## src/rtl/ms_clk_pkg.sv

```systemverilog
// Shared types and defaults for the MS clock/reset generator.
// Holds the source and switch-state enums, divider codes and the default timing constants.
// Also provides the ring-oscillator half-period helper used by the top.
package ms_clk_pkg;

    typedef enum logic [1:0] {
        SRC_OSC  = 2'd0,
        SRC_ROSC = 2'd1,
        SRC_X0   = 2'd2,
        SRC_X1   = 2'd3
    } src_e;

    typedef enum logic [1:0] {
        SW_RUN      = 2'd0,
        SW_WAIT_LOW = 2'd1,
        SW_HOLD     = 2'd2
    } sw_state_e;

    localparam logic [1:0] DIV_1 = 2'd0;
    localparam logic [1:0] DIV_2 = 2'd1;
    localparam logic [1:0] DIV_4 = 2'd2;
    localparam logic [1:0] DIV_8 = 2'd3;

    localparam int HALF_W = 4;

    localparam int DEF_OSC_HALF   = 6;
    localparam int DEF_ROSC_HALF0 = 2;
    localparam int DEF_ROSC_STEP  = 1;
    localparam int DEF_POR_CYCLES = 16;
    localparam int DEF_STALL_LIM  = 256;

    function automatic logic [HALF_W-1:0] rosc_half(input int base, input int step,
                                                    input logic [1:0] code);
        return HALF_W'(base + step * int'(code));
    endfunction

endpackage

```

## src/rtl/ms_clk_tick_src.sv

```systemverilog
// Half-period counter source: emits a tick every half_i ref cycles and toggles a level register.
// Latency: level_o changes on the clock edge where tick_o is high; half_i is reloaded on each tick.
// No backpressure; free-running whenever rst_i is low.
// Ports: clk_i ref clock, rst_i sync active-high reset, half_i half-period in ref cycles,
//        tick_o toggle tick (combinational, one cycle), level_o source level.
module ms_clk_tick_src
    import ms_clk_pkg::*;
#(
    parameter int HW = HALF_W
) (
    input  logic          clk_i,
    input  logic          rst_i,
    input  logic [HW-1:0] half_i,
    output logic          tick_o,
    output logic          level_o
);

    logic [HW-1:0] cnt_q, cnt_d;
    logic [HW-1:0] half_q, half_d;
    logic          level_q, level_d;
    logic          tick;

    assign tick = (cnt_q == half_q - HW'(1));

    // A new half-period only takes effect at a tick so the current half is never cut short.
    always_comb begin
        cnt_d   = cnt_q + HW'(1);
        half_d  = half_q;
        level_d = level_q;
        if (tick) begin
            cnt_d   = '0;
            half_d  = half_i;
            level_d = ~level_q;
        end
    end

    always_ff @(posedge clk_i) begin
        if (rst_i) begin
            cnt_q   <= '0;
            half_q  <= half_i;
            level_q <= 1'b0;
        end else begin
            cnt_q   <= cnt_d;
            half_q  <= half_d;
            level_q <= level_d;
        end
    end

    assign tick_o  = tick;
    assign level_o = level_q;

endmodule

```

## src/rtl/ms_clk_rst.sv

```systemverilog
// MS clock/reset generator: glitch-free 4-source clock mux, /1-/8 divider, POR and system reset.
// Latency: clk is registered one ref cycle behind the selected source level; rst_n asserts 1 cycle
// after a reset cause. No backpressure; a dead active source is abandoned after STALL_LIM cycles.
// Ports: clk_ref/rst ref clock and sync reset; xclk0/xclk1 external clocks sampled as data;
//        xrst_n async external reset; sel_mux0..2, sel_rosc, clk_div selects; clk, rst_n, por_n out.
module ms_clk_rst
    import ms_clk_pkg::*;
#(
    parameter int OSC_HALF   = DEF_OSC_HALF,
    parameter int ROSC_HALF0 = DEF_ROSC_HALF0,
    parameter int ROSC_STEP  = DEF_ROSC_STEP,
    parameter int POR_CYCLES = DEF_POR_CYCLES,
    parameter int STALL_LIM  = DEF_STALL_LIM
) (
    input  logic       clk_ref,
    input  logic       rst,
    input  logic       xclk0,
    input  logic       xclk1,
    input  logic       xrst_n,
    input  logic       sel_mux0,
    input  logic       sel_mux1,
    input  logic       sel_mux2,
    input  logic [1:0] sel_rosc,
    input  logic [1:0] clk_div,
    output logic       clk,
    output logic       rst_n,
    output logic       por_n
);

    localparam int POR_W = $clog2(POR_CYCLES + 1);
    localparam int ST_W  = $clog2(STALL_LIM + 1);

    // ---------------- internal sources ----------------
    logic osc_tick, osc_lvl, rosc_tick, rosc_lvl;

    ms_clk_tick_src #(.HW(HALF_W)) u_osc (
        .clk_i   (clk_ref),
        .rst_i   (rst),
        .half_i  (HALF_W'(OSC_HALF)),
        .tick_o  (osc_tick),
        .level_o (osc_lvl)
    );

    ms_clk_tick_src #(.HW(HALF_W)) u_rosc (
        .clk_i   (clk_ref),
        .rst_i   (rst),
        .half_i  (rosc_half(ROSC_HALF0, ROSC_STEP, sel_rosc)),
        .tick_o  (rosc_tick),
        .level_o (rosc_lvl)
    );

    // ---------------- state ----------------
    logic [2:0]       x0_sync_q, x1_sync_q;
    logic             x0_lvl_q, x0_lvl_d, x1_lvl_q, x1_lvl_d;
    logic [1:0]       xrst_sync_q;
    sw_state_e        st_q, st_d;
    src_e             act_q, act_d, tgt;
    logic [ST_W-1:0]  stall_q, stall_d;
    logic             mclk, mclk_q;
    logic [2:0]       cnt_q, cnt_d;
    logic [1:0]       div_q, div_d;
    logic             clk_q, clk_d;
    logic [POR_W-1:0] por_cnt_q, por_cnt_d;
    logic             por_n_q, por_n_d;
    logic             rst_n_q, rst_n_d;
    logic [1:0]       rcnt_q, rcnt_d;

    logic       x0_tick, x1_tick;
    logic [3:0] src_tick, src_lvl;
    logic       act_lvl, act_tick, tgt_rise, dead, mclk_rise, clk_rise;

    // Every synchronized edge of an external clock is one toggle tick.
    assign x0_tick = x0_sync_q[2] ^ x0_sync_q[1];
    assign x1_tick = x1_sync_q[2] ^ x1_sync_q[1];
    assign x0_lvl_d = x0_lvl_q ^ x0_tick;
    assign x1_lvl_d = x1_lvl_q ^ x1_tick;

    assign src_tick = {x1_tick, x0_tick, rosc_tick, osc_tick};
    assign src_lvl  = {x1_lvl_q, x0_lvl_q, rosc_lvl, osc_lvl};

    // While the system is in reset the internal oscillator is always the target.
    always_comb begin
        if (!rst_n_q || !sel_mux0) tgt = SRC_OSC;
        else if (!sel_mux1)        tgt = SRC_ROSC;
        else if (!sel_mux2)        tgt = SRC_X0;
        else                       tgt = SRC_X1;
    end

    assign act_lvl  = src_lvl[act_q];
    assign act_tick = src_tick[act_q];
    assign tgt_rise = src_tick[tgt] & ~src_lvl[tgt];
    assign dead     = (stall_q == ST_W'(STALL_LIM));

    // ---------------- glitch-free mux FSM ----------------
    // Old source is released only while low (or dead); the new one is taken on its own
    // rising tick, so every high phase of mclk is a full half-period of one source.
    always_comb begin
        st_d  = st_q;
        act_d = act_q;
        unique case (st_q)
            SW_RUN: begin
                if (tgt != act_q) st_d = (act_lvl && !dead) ? SW_WAIT_LOW : SW_HOLD;
            end
            SW_WAIT_LOW: begin
                if (tgt == act_q)          st_d = SW_RUN;
                else if (!act_lvl || dead) st_d = SW_HOLD;
            end
            SW_HOLD: begin
                if (tgt_rise) begin
                    act_d = tgt;
                    st_d  = SW_RUN;
                end
            end
            default: st_d = SW_RUN;
        endcase
    end

    // Dead sources are forced low so a stopped clock never parks the output high.
    assign mclk = (st_q == SW_HOLD || dead) ? 1'b0 : act_lvl;

    always_comb begin
        stall_d = stall_q;
        if (act_d != act_q || act_tick) stall_d = '0;
        else if (!dead)                 stall_d = stall_q + ST_W'(1);
    end

    // ---------------- divider ----------------
    assign mclk_rise = mclk & ~mclk_q;

    always_comb begin
        cnt_d = mclk_rise ? cnt_q + 3'd1 : cnt_q;
        div_d = div_q;
        // cnt==0 with mclk low means every divider tap is low: a safe point to change ratio.
        if (cnt_q == 3'd0 && !mclk) div_d = rst_n_q ? clk_div : DIV_1;
        unique case (div_q)
            DIV_1:   clk_d = mclk;
            DIV_2:   clk_d = cnt_d[0];
            DIV_4:   clk_d = cnt_d[1];
            default: clk_d = cnt_d[2];
        endcase
    end

    assign clk_rise = clk_d & ~clk_q;

    // ---------------- POR and system reset ----------------
    always_comb begin
        por_cnt_d = por_cnt_q;
        por_n_d   = por_n_q;
        if (!por_n_q) begin
            por_cnt_d = por_cnt_q + POR_W'(1);
            if (por_cnt_q == POR_W'(POR_CYCLES - 1)) por_n_d = 1'b1;
        end
    end

    always_comb begin
        rst_n_d = rst_n_q;
        rcnt_d  = rcnt_q;
        if (!por_n_q || !xrst_sync_q[1]) begin
            rst_n_d = 1'b0;
            rcnt_d  = 2'd0;
        end else if (!rst_n_q && clk_rise) begin
            // Release on the second generated-clock rising edge once both causes clear.
            if (rcnt_q == 2'd1) rst_n_d = 1'b1;
            rcnt_d = rcnt_q + 2'd1;
        end
    end

    always_ff @(posedge clk_ref) begin
        if (rst) begin
            x0_sync_q   <= '0;
            x1_sync_q   <= '0;
            x0_lvl_q    <= 1'b0;
            x1_lvl_q    <= 1'b0;
            xrst_sync_q <= '0;
            st_q        <= SW_RUN;
            act_q       <= SRC_OSC;
            stall_q     <= '0;
            mclk_q      <= 1'b0;
            cnt_q       <= '0;
            div_q       <= DIV_1;
            clk_q       <= 1'b0;
            por_cnt_q   <= '0;
            por_n_q     <= 1'b0;
            rst_n_q     <= 1'b0;
            rcnt_q      <= '0;
        end else begin
            x0_sync_q   <= {x0_sync_q[1:0], xclk0};
            x1_sync_q   <= {x1_sync_q[1:0], xclk1};
            x0_lvl_q    <= x0_lvl_d;
            x1_lvl_q    <= x1_lvl_d;
            xrst_sync_q <= {xrst_sync_q[0], xrst_n};
            st_q        <= st_d;
            act_q       <= act_d;
            stall_q     <= stall_d;
            mclk_q      <= mclk;
            cnt_q       <= cnt_d;
            div_q       <= div_d;
            clk_q       <= clk_d;
            por_cnt_q   <= por_cnt_d;
            por_n_q     <= por_n_d;
            rst_n_q     <= rst_n_d;
            rcnt_q      <= rcnt_d;
        end
    end

    assign clk   = clk_q;
    assign por_n = por_n_q;
    assign rst_n = rst_n_q;

endmodule

```

## config.mk

```make
export PLATFORM = sky130hd
export DESIGN_NAME = ms_clk_rst
export DESIGN_NICKNAME = d
export VERILOG_FILES = /design/src/rtl/ms_clk_pkg.sv /design/src/rtl/ms_clk_tick_src.sv /design/src/rtl/ms_clk_rst.sv
export SDC_FILE = /design/constraint.sdc
export NUM_CORES = 1
export LEC_CHECK = 0
export BUFFER_PORTS_ARGS = -buffer_cell sky130_fd_sc_hd__clkbuf_2
export CORE_ASPECT_RATIO = 1.2
export CORE_MARGIN = 4
export CORE_UTILIZATION = 45
export CTS_CLUSTER_SIZE = 16
export DETAILED_ROUTE_END_ITERATION = 10
export PLACE_DENSITY_LB_ADDON = 0.15
export SLEW_MARGIN = 5
export SYNTH_ARGS = -nofsm -noshare
export SYNTH_HDL_FRONTEND = slang
export SYNTH_SLANG_ARGS = --single-unit
```

## constraint.sdc

```tcl
create_clock -name clk_ref -period 3.2 [get_ports clk_ref]
set_clock_uncertainty 0.2 [all_clocks]
set_input_delay 0.48 -clock clk_ref [delete_from_list [all_inputs] [get_ports clk_ref]]
set_output_delay 0.48 -clock clk_ref [all_outputs]
set_load 0.005 [all_outputs]
```

==> PnR_summary.wiki, run 1 <==
{| class="wikitable"
! Metric !! Value
|-
| Run status || finished clean
|-
| CTS clk-pin slew, worst paths || 90 ps
|-
| Antenna violations before repair || 0
|-
| Die Y-Extent || 87.0 µm
|-
| Register area || 0.00107 mm²
|-
| Number of flip-flops and latches in the synthesized netlist || 52
|-
| Switching power total || 285 µW
|-
| Number of buffers between clock root and the deepest sink || 2
|-
| Count of nets left with antenna violations after detail routing || 0
|-
| Post-synth design cell area || 0.00234 mm²
|-
| Share of async-settable or async-resettable flops after synthesis || 0%
|-
| Number of ports placed on the die boundary || 15
|-
| Post_cts resized || 0
|-
| Unrepaired setup endpoints after global routing || no
|-
| Delay contributed by the slowest stage of the critical path || 510 ps
|-
| Global-route usage over all layers || 13.8%
|-
| Clock network power share || 34.7%
|-
| Logic depth of the worst register-to-register path || 8
|-
| Headroom to the max-slew limit || 71.9%
|-
| H-tree Lvls || 2
|-
| Number of cell rows || 28
|-
| Clk Latency, worst-skew pair || 300 ps
|-
| Via Count || 1,633
|-
| WP data arrival || 2460 ps
|-
| CTS buffer count || 5
|-
| Die ar. || 0.00643 mm²
|-
| Number of diodes added for antenna fixing || 0
|-
| Arithmetic-cell share of the synthesized area counting full adders, half adders and majority gates || 5.88%
|-
| CTS tree || done
|-
| Number of input and output port buffers inserted || 14
|-
| Worst setup EP type || register
|-
| Compound-Gate Fraction of Synth Area || 9.56%
|-
| Number of fill cells in the layout || 469
|-
| Initial detailed-routing violation count || 48
|-
| DR WL/cell || 12.0 µm
|-
| Avg Cell Area, Syn || 9.64 µm²
|-
| Area delta synth->final || 10.1%
|-
| Fraction of layout instances using a drive strength above 1 || 14.6%
|-
| Worst Setup Path Type || register to register
|-
| Aggregate routed wire length || 3850 µm
|-
| Max Transition Viols Final || 0
|-
| Worst slew pin tran || 421 ps
|-
| Xor and xnor area share after synthesis || 8.23%
|-
| Crit path time final || 2470 ps
|-
| Via count of the first global-routing pass || 1,564
|-
| Cell taking the most area after synthesis || sky130_fd_sc_hd__dfxtp_1
|-
| Seq pwr share || 56.9%
|-
| Root Buffer || sky130_fd_sc_hd__clkbuf_8
|-
| Die Width || 73.9 µm
|-
| Wire length of the first global-routing pass || 6990 µm
|-
| Classification of the worst-slack hold path || input port to register
|-
| Number of instances on the worst hold path || 1
|-
| Warnings, synthesis || 0
|-
| Top library cells by usage in the layout, fill and taps aside || 49 x sky130_fd_sc_hd__dfxtp_1, 32 x sky130_fd_sc_hd__nor2_1
|-
| Mux cell area share after synthesis || 3.69%
|-
| Area share of the leading cell type in the synthesized netlist || 41.9%
|-
| Top Family by Delay on Critical Path || multiplexers
|-
| Number of flops mapped to enable cells by yosys || 3
|-
| Fin crit share || 77.3%
|-
| Number of iterations in the first detailed-routing pass || 5
|-
| TritonCTS sink count || 52
|-
| Share of the yosys chip area belonging to registers || 45.7%
|-
| Post-synthesis cell type count || 46
|-
| Kind of launch point of the worst setup path || register
|-
| Peak supply drop || 0.000253 V
|-
| Critical Path, Cell by Cell || inv_1, ha_1, xor2_1, nor4_1, o211ai_1, mux4_2, o211ai_2, nor2_1
|-
| GP Congestion || 0.787
|-
| Switching part of the total power || 22.8%
|-
| CP Depth || 8
|-
| Slowest cell on the critical path || sky130_fd_sc_hd__mux4_2
|-
| Simple-Gate Fraction of Synth Area || 23.7%
|-
| Number of hold buffers added after CTS || 0
|-
| Maximum number of pins on one net before global-route repair || 33
|-
| Biggest area contributors in the synthesized netlist || sky130_fd_sc_hd__dfxtp_1 42%, sky130_fd_sc_hd__ha_1 5.9%, sky130_fd_sc_hd__xor2_1 5.2%
|-
| Worst hold slack across all endpoints || 156 ps
|-
| Crit Path Max Fanout || 9
|-
| P_int || 967 µW
|-
| Endpoints failing hold || 0
|-
| Core area || 0.00497 mm²
|-
| Total grt overflow || 0
|-
| Most frequently used flop master after synthesis || sky130_fd_sc_hd__dfxtp_1
|-
| Power per standard cell area || 485 mW/mm²
|-
| Share of power burned in combinational logic || 8.4%
|-
| F_max || 404 MHz
|-
| Dominant combinational cell family by area after synthesis || simple AND/OR/NAND/NOR gates
|-
| Reg-to-reg setup timing slack || 730 ps
|-
| Post-Syn Nets || 266
|-
| DRC || 0
|-
| Standby leakage power || 0.00102 µW
|-
| Total negative slack || 0 ps
|-
| Buffers inserted by post-CTS timing repair || 0
|-
| Crit path buffers/inverters || 1
|-
| Final design utilization || 51.8%
|-
| Most common cell after layout, fill and taps aside || sky130_fd_sc_hd__dfxtp_1
|-
| Count of mapped cells out of synthesis || 243
|-
| Total area of multi-input combinational cells || 0.00119 mm²
|-
| Average via count per standard cell || 5.10
|-
| Net count of the finished layout || 282
|-
| Initial Util || 47.1%
|-
| Critical path required time || 3180 ps
|-
| Setup-failing EPs final || 0
|-
| Post-DP HPWL || 2870 µm
|-
| Max-capacitance violation count || 0
|}
## area by class of cell
cell class,count,share of cell area [%]
multi-input combinational,171,46.3
sequential,52,41.5
timing repair buffer,15,3.01
tap,60,2.91
clock buffer,6,2.81
inverter,14,2.04
clock inverter,2,1.36
## sequential cells by signal, summed over array words and instances, names as in the netlist, 2 cells and up
signal	count
stall_q	9
por_cnt_q	5
u_osc.cnt_q	4
u_rosc.cnt_q	4
cnt_q	3
u_rosc.half_q	3
x0_sync_q	3
x1_sync_q	3
act_q	2
div_q	2
rcnt_q	2
st_q	2
xrst_sync_q	2
## power by group through the flow
stage	Sequential [µW]	Clock [µW]	Combinational, µW
final	713	434	105
after CTS	713	453	107
after global placement	728	0	104
after floorplan	721	0	81.7
after detailed placement	728	0	107
after global routing	718	480	121
## worst reg2reg max path: stages (launching register included)
cell	delay, ps
sky130_fd_sc_hd__edfxtp_1	420
sky130_fd_sc_hd__inv_1	60
sky130_fd_sc_hd__ha_1	200
sky130_fd_sc_hd__xor2_1	170
sky130_fd_sc_hd__nor4_1	260
sky130_fd_sc_hd__o211ai_1	240
sky130_fd_sc_hd__mux4_2	510
sky130_fd_sc_hd__o211ai_2	190
sky130_fd_sc_hd__nor2_1	100
## cells in the mapped netlist (2+ instances only)
cell	count
sky130_fd_sc_hd__o211ai_1	2
sky130_fd_sc_hd__nor2b_1	10
sky130_fd_sc_hd__edfxtp_1	3
sky130_fd_sc_hd__mux4_2	2
sky130_fd_sc_hd__nor3b_1	2
sky130_fd_sc_hd__nand2b_1	5
sky130_fd_sc_hd__or3_1	3
sky130_fd_sc_hd__inv_1	14
sky130_fd_sc_hd__mux2i_1	3
sky130_fd_sc_hd__and2_1	2
sky130_fd_sc_hd__xnor2_1	8
sky130_fd_sc_hd__a21oi_1	11
sky130_fd_sc_hd__o2111a_1	2
sky130_fd_sc_hd__o2111ai_1	2
sky130_fd_sc_hd__dfxtp_1	49
sky130_fd_sc_hd__and3_1	3
sky130_fd_sc_hd__or2_2	4
sky130_fd_sc_hd__ha_1	11
sky130_fd_sc_hd__nand4_1	2
sky130_fd_sc_hd__nor2_1	32
sky130_fd_sc_hd__clkbuf_1	5
sky130_fd_sc_hd__xor2_1	14
sky130_fd_sc_hd__o31ai_1	2
sky130_fd_sc_hd__nor3_1	5
sky130_fd_sc_hd__nand3_1	9
sky130_fd_sc_hd__nand2_1	14
sky130_fd_sc_hd__nand3b_1	3
sky130_fd_sc_hd__nand4b_1	2
sky130_fd_sc_hd__o21a_1	2
## stage by stage
step / total power, µW / setup slack [ps] / instance area, µm² / instances
finish: 1250 / 728 / 2580 / 320
global route: 1320 / 571 / 2580 / 320
CTS: 1270 / 710 / 2580 / 320
detailed placement: 835 / 733 / 2470 / 312
global placement: 832 / 777 / 2470 / 312
floorplan: 803 / 957 / 2340 / 243
## metal layers
layer | GRT usage (%) | share of wire [%] | vias up
li1 | - | - | 860
met4 | 4.94 | 1.6 | 0
met1 | 16.5 | 46 | 749
met3 | 3.93 | 3.4 | 7
met2 | 23.5 | 49 | 17
met5 | 0 | 0 | -
## logic make-up after synthesis
logic type	after synthesis
and+or+nand+nor	104
DFF	52
AOI/OAI and AO/OA	28
xor gates and xnor gates	22
buffers and inverters	20
adders and majority gates	11
muxes	6
## worst paths after layout
path / start / end
setup / recovery: u_rosc.half_q[0] / stall_q[3]
hold / removal: sel_rosc[0] / u_rosc.half_q[0]
setup reg to reg: u_rosc.half_q[0] / stall_q[3]
hold reg to reg: x0_sync_q[0] / x0_sync_q[1]
(Power assumes the default switching activity.)
==> run 2, diff against run 1 <==
==> constraint.sdc (replaced) <==
create_clock -name clk_ref -period 2.1 [get_ports clk_ref]
set_clock_uncertainty 0.2 [all_clocks]
set_input_delay 0.315 -clock clk_ref [delete_from_list [all_inputs] [get_ports clk_ref]]
set_output_delay 0.315 -clock clk_ref [all_outputs]
set_load 0.005 [all_outputs]
==> run 2 against run 1 <==
Highest routed layer unchanged; critical path depth is 2 higher; via count is 11% higher; sequential power is 51% higher; critical endpoint is now act_q[0]; total power is 60% higher; first-iteration DRC count is 6.3% lower; sequential cell count stayed put; final area is 17% higher; the flow now finishes with violations (negative setup slack); final cell count is 12% higher.
==> PnR_summary.wiki, run 2 (same netlist as run 1, synthesis figures left out) <==
{| class="wikitable"
! Metric !! Value
|-
| Top Family by Delay on Critical Path || compound AO/OA/AOI/OAI gates (was multiplexers)
|-
| Number of ports placed on the die boundary || 15 (unchanged)
|-
| CTS clk-pin slew, worst paths || 90 ps (about the same)
|-
| Number of cell rows || 28 (unchanged)
|-
| Finished Cell Area || 0.00302 mm² (was 0.00258 mm²)
|-
| Top library cells by usage in the layout, fill and taps aside || 45 x sky130_fd_sc_hd__dfxtp_1, 31 x sky130_fd_sc_hd__buf_4, 29 x sky130_fd_sc_hd__nor2_1 (was 49 x sky130_fd_sc_hd__dfxtp_1, 32 x sky130_fd_sc_hd__nor2_1)
|-
| Max Transition Viols Final || 0 (unchanged)
|-
| Worst hold slack across all endpoints || 11.9 ps (was 156 ps)
|-
| Logic depth of the worst register-to-register path || 10 (was 8)
|-
| Number of input and output port buffers inserted || 14 (unchanged)
|-
| Violations in the final reports || negative setup slack
|-
| Die Width || 73.9 µm (unchanged)
|-
| DRC || 0 (unchanged)
|-
| CP Depth || 10 (was 8)
|-
| Wire length of the first global-routing pass || 7770 µm (was 6990 µm)
|-
| Standby leakage power || 0.00121 µW (was 0.00102 µW)
|-
| Most common cell after layout, fill and taps aside || sky130_fd_sc_hd__dfxtp_1 (unchanged)
|-
| Clk Latency, worst-skew pair || 300 ps (about the same)
|-
| Setup-failing EPs final || 16 (was 0)
|-
| TritonCTS sink count || 52 (unchanged)
|-
| Net count of the finished layout || 320 (was 282)
|-
| Slowest cell on the critical path || sky130_fd_sc_hd__edfxtp_1 (was sky130_fd_sc_hd__mux4_2)
|-
| Crit path time final || 2300 ps (was 2470 ps)
|-
| Root Buffer || sky130_fd_sc_hd__clkbuf_8 (unchanged)
|-
| Headroom to the max-slew limit || 65.5% (was 71.9%)
|-
| CTS tree || done (unchanged)
|-
| Placed instance area || 0.00268 mm² (was 0.00247 mm²)
|-
| Via Count || 1,816 (was 1,633)
|-
| Total grt overflow || 0 (unchanged)
|-
| Unrepaired setup endpoints after global routing || yes (was no)
|-
| Via count of the first global-routing pass || 1,789 (was 1,564)
|-
| GP Congestion || 0.784 (was 0.787)
|-
| Die ar. || 0.00643 mm² (unchanged)
|-
| Global-route usage over all layers || 15.6% (was 13.8%)
|-
| Antenna violations before repair || 0 (unchanged)
|-
| Aggregate routed wire length || 4550 µm (was 3850 µm)
|-
| Crit Path Max Fanout || 4 (was 9)
|-
| DR WL/cell || 12.7 µm (was 12.0 µm)
|-
| Number of diodes added for antenna fixing || 0 (unchanged)
|-
| Minimum setup slack in the final design || -205 ps (was 728 ps)
|-
| Reg-to-reg endpoint || act_q[0] (was stall_q[3])
|-
| Total power of the final layout || 2000 µW (was 1250 µW)
|-
| Initial detailed-routing violation count || 45 (was 48)
|-
| Classification of the worst-slack hold path || input port to register (unchanged)
|-
| Maximum number of pins on one net before global-route repair || 32 (was 33)
|-
| Number of buffers between clock root and the deepest sink || 2 (unchanged)
|-
| Register ranked first by flip-flop count || stall_q (unchanged)
|-
| F_max || 434 MHz (was 404 MHz)
|-
| Cell with the most instances on the worst path || sky130_fd_sc_hd__buf_4
|-
| WP data arrival || 2290 ps (was 2460 ps)
|-
| Launch point of the worst hold path || xclk0 (was sel_rosc[0])
|-
| Endpoint with the worst hold slack || x0_sync_q[0] (was u_rosc.half_q[0])
|-
| H-tree Lvls || 2 (unchanged)
|-
| Post-DP HPWL || 3130 µm (was 2870 µm)
|-
| Core area || 0.00497 mm² (unchanged)
|-
| Worst setup EP type || register (unchanged)
|-
| Registers with the most flip-flops || stall_q x9, por_cnt_q x5 (unchanged)
|-
| Worst Setup Path Type || register to register (unchanged)
|-
| Endpoints failing hold || 0 (unchanged)
|-
| Average via count per standard cell || 5.07 (was 5.10)
|-
| Number of instances on the worst hold path || 2 (was 1)
|-
| Reg-to-reg setup timing slack || -200 ps (was 730 ps)
|-
| CTS buffer count || 5 (unchanged)
|-
| Die Y-Extent || 87.0 µm (unchanged)
|-
| Area delta synth->final || 29.1% (was 10.1%)
|-
| Peak supply drop || 0.000330 V (was 0.000253 V)
|-
| Number of iterations in the first detailed-routing pass || 4 (was 5)
|-
| Placement-stage worst setup slack || -230 ps (was 733 ps)
|-
| Max FFs per register || 9 (unchanged)
|-
| Run status || complete, but fails checks (was finished clean)
|-
| Max-capacitance violation count || 0 (unchanged)
|-
| Crit path buffers/inverters || 3 (was 1)
|-
| Critical path required time || 2090 ps (was 3180 ps)
|-
| Kind of launch point of the worst setup path || register (unchanged)
|-
| Power per standard cell area || 661 mW/mm² (was 485 mW/mm²)
|-
| Critical Path, Cell by Cell || inv_1, ha_2, xor2_2, nor4_2, buf_4, o2111ai_1, a31o_2, buf_4, nand3_1, o31ai_2 (was inv_1, ha_1, xor2_1, nor4_1, o211ai_1, mux4_2, o211ai_2, nor2_1)
|-
| Fraction of layout instances using a drive strength above 1 || 32.2% (was 14.6%)
|-
| Initial Util || 47.1% (unchanged)
|-
| Worst slew pin tran || 516 ps (was 421 ps)
|-
| Delay contributed by the slowest stage of the critical path || 400 ps (was 510 ps)
|-
| Origin of the critical flop-to-flop path || u_rosc.half_q[1] (was u_rosc.half_q[0])
|-
| Fin crit share || 110% (was 77.3%)
|-
| Count of nets left with antenna violations after detail routing || 0 (unchanged)
|}
[run 2: layout make-up]
type / count / area, µm²
Inverter: 14 / 52.6
Multi-Input combinational cell: 172 / 1330
Clock inverter: 2 / 35.0
Tap cell: 60 / 75.1
Fill cell: 452 / 1950
Timing Repair Buffer: 52 / 379
Sequential cell: 52 / 1080
Clock buffer: 6 / 72.6
[run 2: worst max-delay path by stage]
| stage | slack (ps) | to | from |
|---|---|---|---|
| final | -200 | act_q[0] | u_rosc.half_q[1] |
| after CTS | -200 | rcnt_q[0] | stall_q[2] |
| after detailed placement | -230 | rcnt_q[0] | stall_q[2] |
| after global placement | -200 | rcnt_q[0] | stall_q[2] |
| after floorplan | -120 | stall_q[0] | u_rosc.half_q[0] |
| after global routing | -330 | stall_q[7] | u_rosc.half_q[1] |
[run 2: metal layers]
metal  vias up  part of all wire [%]  track usage [%]
li1        935                     -                -
met1       851                    43             17.9
met2        21                    52             27.7
met3         9                   2.6             2.77
met4         0                   2.4             7.25
met5         -                     0                0
[run 2: where the power goes]
part / total, µW / internal [µW] / switching [µW] / leakage [µW]
sequential: 1080 / 1040 / 36.7 / 0.000430
clock: 673 / 354 / 319 / 0.0000552
combinational: 245 / 129 / 116 / 0.000728
total: 2000 / 1530 / 471 / 0.00121
[run 2: timing repair]
| item | CTS | global route |
|---|---|---|
| endpoints found under the hold margin | 2 | 0 |
| gates cloned | 1 | 0 |
| hold buffers | 2 | 0 |
| endpoints found under the setup margin | 17 | 28 |
| buffers inserted | 6 | 4 |
| resized for setup | 5 | 26 |
| pin swaps | 16 | 10 |
[run 2: through the flow]
step                TNS, ps  std cells  util [%]
floorplan             -1450        243         -
global placement      -2010        338      53.9
detailed placement    -2420        338      53.9
CTS                   -2280        355      58.4
global route          -4450        358      60.8
finish                -2280        358      60.8
